### config.mk
export PLATFORM = sky130hd
export DESIGN_NAME = flex_counter_multi_flat
export DESIGN_NICKNAME = d
export VERILOG_FILES = /design/src/rtl/flex_counter_pkg.sv /design/src/rtl/flex_counter_multi_if.sv /design/src/rtl/flex_counter_ch.sv /design/src/rtl/flex_counter_multi.sv /design/src/flat_wrapper.sv
export SDC_FILE = /design/constraint.sdc
export NUM_CORES = 1
export LEC_CHECK = 0
export CAP_MARGIN = 20
export CORE_MARGIN = 2
export CORE_UTILIZATION = 45
export CTS_BUF_LIST = sky130_fd_sc_hd__clkbuf_16
export DETAILED_ROUTE_END_ITERATION = 10
export GPL_TIMING_DRIVEN = 0
export PLACE_DENSITY_LB_ADDON = 0.12
export SYNTH_ARGS = -nofsm -noshare
export SYNTH_HDL_FRONTEND = slang
export SYNTH_SLANG_ARGS = --single-unit
### constraint.sdc
create_clock -name clk -period 9.05 [get_ports clk]
set_input_delay 2.2625 -clock clk [delete_from_list [all_inputs] [get_ports clk]]
set_output_delay 2.2625 -clock clk [all_outputs]
set_load 0.01 [all_outputs]
### src/rtl/flex_counter_pkg.sv
// Shared types and encodings for the multi-channel flexible counter.
// Imported by the per-channel counter and the top level.
package flex_counter_pkg;

    typedef enum logic {
        CH_RUN,
        CH_DONE
    } ch_state_t;

    localparam logic DIR_UP       = 1'b0;
    localparam logic DIR_DOWN     = 1'b1;
    localparam logic MODE_WRAP    = 1'b0;
    localparam logic MODE_ONESHOT = 1'b1;

endpackage

### src/rtl/flex_counter_multi_if.sv
// Control/status bundle for a bank of flexible counters.
// Channel i occupies bit i, or slice [i*NUM_CNT_BITS +: NUM_CNT_BITS].
interface flex_counter_multi_if #(
    parameter int NUM_CNT_BITS = 4,
    parameter int NUM_CH       = 4
);

    logic [NUM_CH-1:0]              clear;
    logic [NUM_CH-1:0]              load;
    logic [NUM_CH*NUM_CNT_BITS-1:0] load_val;
    logic [NUM_CH-1:0]              count_enable;
    logic [NUM_CH-1:0]              count_down;
    logic [NUM_CH-1:0]              oneshot;
    logic [NUM_CH*NUM_CNT_BITS-1:0] rollover_val;
    logic [NUM_CH*NUM_CNT_BITS-1:0] count_out;
    logic [NUM_CH-1:0]              rollover_flag;
    logic [NUM_CH-1:0]              rollover_strobe;
    logic [NUM_CH-1:0]              done;

    modport master (
        output clear, load, load_val, count_enable,
        output count_down, oneshot, rollover_val,
        input  count_out, rollover_flag, rollover_strobe, done
    );

    modport slave (
        input  clear, load, load_val, count_enable,
        input  count_down, oneshot, rollover_val,
        output count_out, rollover_flag, rollover_strobe, done
    );

endinterface

### src/rtl/flex_counter_ch.sv
// One flexible counter channel: up/down, wrap/one-shot, clear and load.
// All outputs registered; terminal is rollover_val (up) or 1 (down).
module flex_counter_ch
    import flex_counter_pkg::*;
#(
    parameter int NUM_CNT_BITS = 4
) (
    input  logic                    clk,
    input  logic                    n_rst,
    input  logic                    clear,
    input  logic                    load,
    input  logic [NUM_CNT_BITS-1:0] load_val,
    input  logic                    count_enable,
    input  logic                    count_down,
    input  logic                    oneshot,
    input  logic [NUM_CNT_BITS-1:0] rollover_val,
    output logic [NUM_CNT_BITS-1:0] count_out,
    output logic                    rollover_flag,
    output logic                    rollover_strobe,
    output logic                    done
);

    localparam logic [NUM_CNT_BITS-1:0] ONE = NUM_CNT_BITS'(1);

    ch_state_t               state;
    logic [NUM_CNT_BITS-1:0] term;
    logic [NUM_CNT_BITS-1:0] step_val;
    logic                    rv_zero;
    logic                    step;
    logic                    hit;

    always_comb begin
        term     = (count_down == DIR_DOWN) ? ONE : rollover_val;
        rv_zero  = (rollover_val == '0);
        step     = count_enable && (state == CH_RUN) && !rv_zero;
        step_val = count_out;
        // Out-of-range counts re-enter the 1..rollover_val sequence
        if (count_down == DIR_UP) begin
            if (count_out >= rollover_val) step_val = ONE;
            else                           step_val = count_out + ONE;
        end else begin
            if (count_out <= ONE || count_out > rollover_val)
                step_val = rollover_val;
            else
                step_val = count_out - ONE;
        end
        hit = (step_val == term);
    end

    always_ff @(posedge clk or negedge n_rst) begin
        if (!n_rst) begin
            state           <= CH_RUN;
            count_out       <= '0;
            rollover_flag   <= 1'b0;
            rollover_strobe <= 1'b0;
            done            <= 1'b0;
        end else if (clear) begin
            state           <= CH_RUN;
            count_out       <= '0;
            rollover_flag   <= 1'b0;
            rollover_strobe <= 1'b0;
            done            <= 1'b0;
        end else if (load) begin
            state           <= CH_RUN;
            count_out       <= load_val;
            rollover_flag   <= (load_val == term);
            rollover_strobe <= 1'b0;
            done            <= 1'b0;
        end else if (step) begin
            count_out       <= step_val;
            rollover_flag   <= hit;
            rollover_strobe <= hit;
            if (hit && oneshot == MODE_ONESHOT) begin
                state <= CH_DONE;
                done  <= 1'b1;
            end
        end else begin
            rollover_strobe <= 1'b0;
            // A halted channel keeps its flag regardless of setting changes
            if (state == CH_RUN)
                rollover_flag <= !rv_zero && (count_out == term);
        end
    end

endmodule

### src/rtl/flex_counter_multi.sv
// Bank of NUM_CH independent flexible counters behind one interface.
// Pure packing/unpacking; each channel is a flex_counter_ch.
module flex_counter_multi
    import flex_counter_pkg::*;
#(
    parameter int NUM_CNT_BITS = 4,
    parameter int NUM_CH       = 4
) (
    input logic                clk,
    input logic                n_rst,
    flex_counter_multi_if.slave bus
);

    for (genvar i = 0; i < NUM_CH; i++) begin : g_ch
        flex_counter_ch #(
            .NUM_CNT_BITS(NUM_CNT_BITS)
        ) u_ch (
            .clk            (clk),
            .n_rst          (n_rst),
            .clear          (bus.clear[i]),
            .load           (bus.load[i]),
            .load_val       (bus.load_val[i*NUM_CNT_BITS +: NUM_CNT_BITS]),
            .count_enable   (bus.count_enable[i]),
            .count_down     (bus.count_down[i]),
            .oneshot        (bus.oneshot[i]),
            .rollover_val   (bus.rollover_val[i*NUM_CNT_BITS +: NUM_CNT_BITS]),
            .count_out      (bus.count_out[i*NUM_CNT_BITS +: NUM_CNT_BITS]),
            .rollover_flag  (bus.rollover_flag[i]),
            .rollover_strobe(bus.rollover_strobe[i]),
            .done           (bus.done[i])
        );
    end

endmodule

### src/flat_wrapper.sv
// flat-port wrapper written by rule: the top's interface ports become plain ports
module flex_counter_multi_flat import flex_counter_pkg::*;
#(
    parameter int NUM_CNT_BITS = 4,
    parameter int NUM_CH       = 4
)
  (clk, n_rst, bus_clear, bus_load, bus_load_val, bus_count_enable, bus_count_down, bus_oneshot, bus_rollover_val, bus_count_out, bus_rollover_flag, bus_rollover_strobe, bus_done);
  flex_counter_multi_if #(.NUM_CNT_BITS(NUM_CNT_BITS), .NUM_CH(NUM_CH)) bus_i ();
  input logic clk;
  input logic n_rst;
  input wire logic [$bits(bus_i.clear)-1:0] bus_clear;
  input wire logic [$bits(bus_i.load)-1:0] bus_load;
  input wire logic [$bits(bus_i.load_val)-1:0] bus_load_val;
  input wire logic [$bits(bus_i.count_enable)-1:0] bus_count_enable;
  input wire logic [$bits(bus_i.count_down)-1:0] bus_count_down;
  input wire logic [$bits(bus_i.oneshot)-1:0] bus_oneshot;
  input wire logic [$bits(bus_i.rollover_val)-1:0] bus_rollover_val;
  output wire logic [$bits(bus_i.count_out)-1:0] bus_count_out;
  output wire logic [$bits(bus_i.rollover_flag)-1:0] bus_rollover_flag;
  output wire logic [$bits(bus_i.rollover_strobe)-1:0] bus_rollover_strobe;
  output wire logic [$bits(bus_i.done)-1:0] bus_done;
  assign bus_i.clear = bus_clear;
  assign bus_i.load = bus_load;
  assign bus_i.load_val = bus_load_val;
  assign bus_i.count_enable = bus_count_enable;
  assign bus_i.count_down = bus_count_down;
  assign bus_i.oneshot = bus_oneshot;
  assign bus_i.rollover_val = bus_rollover_val;
  assign bus_count_out = bus_i.count_out;
  assign bus_rollover_flag = bus_i.rollover_flag;
  assign bus_rollover_strobe = bus_i.rollover_strobe;
  assign bus_done = bus_i.done;
  flex_counter_multi #(.NUM_CNT_BITS(NUM_CNT_BITS), .NUM_CH(NUM_CH)) u_core (.clk(clk), .n_rst(n_rst), .bus(bus_i));
endmodule
==> impl_metrics.py <==
metrics = {
    "floorplanning": {
        "die_area_um2": 9500,
        "core_um2": 8590,
        "die_h_um": 97.5,
        "start_util": 0.457,
        "die_w_um": 97.5,
        "rows": 34,
        "io_pins": 82,
    },
    "power_and_ir_drop": {
        "seqPwrFrac": 0.284,
        "powerDensity_nw_per_um2": 103,
        "p_clk_frac": 0.199,
        "power.share.switching": 0.393,
        "p_leak_nw": 1.94,
        "internal-power_mw": 0.304,
        "power.total_mw": 0.500,
        "comb_power_share": 0.517,
        "switching_power_mw": 0.197,
        "ir_drop_v": 0.0000623,
    },
    "route": {
        "routedWlPerCell_um": 15.7,
        "wl_mm": 11.2,
        "route.detailed.drc": 0,
        "ant_nets": 0,
        "drt_iter0_markers": 169,
        "via_per_inst": 6.08,
        "via_count": 4345,
        "dr.pass1.iters": 5,
    },
    "timing": {
        "finalSetupTns_ns": 0,
        "fin_skew_ns": 0.00294,
        "period_share": 0.582,
        "max_freq_mhz": 190,
        "hold_viol": 0,
        "period_needed_ns": 5.27,
        "setup_violations": 0,
        "hold_ws_ns": 0.581,
        "tightest_slew_ns": 0.991,
        "rsz0062_at_grt": "false",
        "slew_headroom": 0.338,
        "final_max_slew_viol_count": 0,
    },
    "global_route": {
        "track_usage": 0.233,
        "grt_pass1_vias": 3990,
        "grt_start_max_net_pins": 29,
        "grt_overflow": 0,
        "antenna_found_initial": 0,
        "grt_pass1_wl_mm": 19.0,
    },
    "run_status": {
        "status": "finished clean",
    },
    "synthesis": {
        "yosysWarningCount": 0,
        "syn_area_per_cell_um2": 7.40,
        "synthMuxAreaShare": 0.0181,
        "ys_ff_latch": 28,
        "synthCells": 531,
        "synth_nets": 613,
        "synthXorXnorAreaFrac": 0.0557,
        "synth_edf_count": 0,
        "synthAdderAreaFrac": 0.0891,
        "synth-compound-area-share": 0.333,
        "synth_cell_types": 76,
        "synth_ff_type": "dfrtp_1",
        "seq_area_frac_synth": 0.178,
        "synth_top_family_by_area": "compound AO/OA/AOI/OAI gates",
        "synth-simple-area-share": 0.236,
        "synthArstFlopShare": 1.00,
        "syn_area_um2": 3930,
    },
    "place": {
        "routabilityCongestion": 0.956,
        "portBuffers": 73,
        "dpl.hpwl_mm": 8.75,
        "dp_cells": 712,
    },
    "setup_path": {
        "critPathRequiredTime_ns": 9.22,
        "arrival_ns": 5.44,
        "critPathMaxFanout": 7,
        "path_class": "in2reg",
        "startpoint_type": "primary input",
        "reg2regPathDepth": 12,
        "critPathCaptureType": "flip-flop",
    },
    "clocking": {
        "postCtsSetupRepairBufs": 0,
        "cts_max_path_buffers": 2,
        "htreeDepth": 1,
        "cts_tree": "yes",
        "cts_buffers": 3,
        "cts_resized": 0,
        "cts_num_sinks": 28,
        "clk_pin_slew_ns": 0.07,
        "clockRootBuffer": "clkbuf_16",
        "clock_latency_ns": 0.26,
        "postCtsHoldBufs": 0,
    },
    "min_path": {
        "hp-class": "reg2reg",
        "whs_path_depth": 2,
    },
    "final_layout": {
        "fillCellCount": 820,
        "final_cells": 715,
        "final_common_cell": "clkdlybuf4s50_1",
        "area_delta_synth_final_pct": 23.8,
        "final_cell_mix": "72 x clkdlybuf4s50_1, 51 x a21oi_1, 43 x nand2_1",
        "drive_above_1_share": 0.0659,
        "n_antenna_cell": 0,
        "fin_nets": 691,
    },
    "job": {
        "drv_cap": 0,
    },
}
==> state kept, by name, summed over array words and instances (netlist names) <==
signal,flops
u_core.g_ch.u_ch.count_out,16
u_core.g_ch.u_ch.state,4
u_core.g_ch.u_ch.rollover_strobe,4
u_core.g_ch.u_ch.rollover_flag,4
==> worst max-delay path, cell delays in order <==
cell and delay (ns):
clkdlybuf4s50_1 0.61, inv_1 0.16, ha_1 0.40, and4_4 0.22, a2111oi_2 0.44, and2_1 0.19
buf_4 0.14, nand2b_1 0.07, a31oi_2 0.21, mux2i_1 0.26, nand4_2 0.18, a221oi_2 0.29
==> Yosys cell counts, types with 13 or more instances <==
master    number  area, um2
nand2_1       43        161
nor2_1        41        154
buf_4         13       97.6
clkbuf_1      28        105
nor4_1        16        100
xnor2_1       19        166
nand3_1       18       90.1
o21ai_0       18       90.1
dfrtp_1       28        701
nor3_1        20        100
a31oi_1       20        125
a21oi_1       51        255
inv_1         35        131
ha_1          28        350
==> stage by stage <==
step / utilization / instance area, um2 / worst slack, ns
finish: 0.566 / 4870 / 3.78
global route: 0.566 / 4870 / 3.65
CTS: 0.566 / 4870 / 3.83
detailed placement: 0.558 / 4790 / 3.57
global placement: 0.558 / 4800 / 3.59
floorplan: - / 3930 / 4.35
==> logic make-up after synthesis <==
logic type | after synthesis
flip-flops | 28
XOR/XNOR | 25
buffers and inverters | 80
adder cells (fa/ha/maj) | 28
AO/OA/AOI/OAI | 183
multiplexers | 7
AND/OR/NAND/NOR | 180
==> routing by layer <==
layer	up-vias	global-route usage	part of all wire
met2	138	0.392	0.48
met5	-	0	0
met1	2047	0.327	0.46
li1	2154	-	-
met4	0	0.0406	0.0062
met3	6	0.0259	0.052
==> path summary, 6_finish.rpt <==
check | start | endpoint | slack, ns
max in group asynchronous | n_rst | u_core.g_ch[3].u_ch.count_out[3] | 6.58
worst min-delay path | u_core.g_ch[1].u_ch.state | u_core.g_ch[1].u_ch.state | 0.58
worst max register to register | u_core.g_ch[2].u_ch.count_out[0] | u_core.g_ch[2].u_ch.rollover_flag | 5.75
worst min register to register | u_core.g_ch[1].u_ch.state | u_core.g_ch[1].u_ch.state | 0.58
min in group asynchronous | n_rst | u_core.g_ch[2].u_ch.count_out[3] | 2.03
worst max-delay path | bus_rollover_val[11] | u_core.g_ch[2].u_ch.rollover_flag | 3.78
==> final cells by class <==
class	instances	area, um2	share of cell area
multi-input cells	423	2880	0.591
repair buffers	73	726	0.149
well taps	108	135	0.0278
clock buffers	3	75.1	0.0154
plain buffers	44	218	0.0447
inverters	36	135	0.0278
flip-flops and latches	28	701	0.144
==> power by group through the flow <==
stage | logic (mW) | registers [mW] | clock network, mW
6_report | 0.259 | 0.142 | 0.0995
3_3_place_gp | 0.250 | 0.144 | 0
4_1_cts | 0.255 | 0.142 | 0.105
5_1_grt | 0.286 | 0.143 | 0.111
2_1_floorplan | 0.171 | 0.144 | 0
3_5_place_dp | 0.254 | 0.144 | 0
No activity file was read; power rests on OpenSTA's default activity.
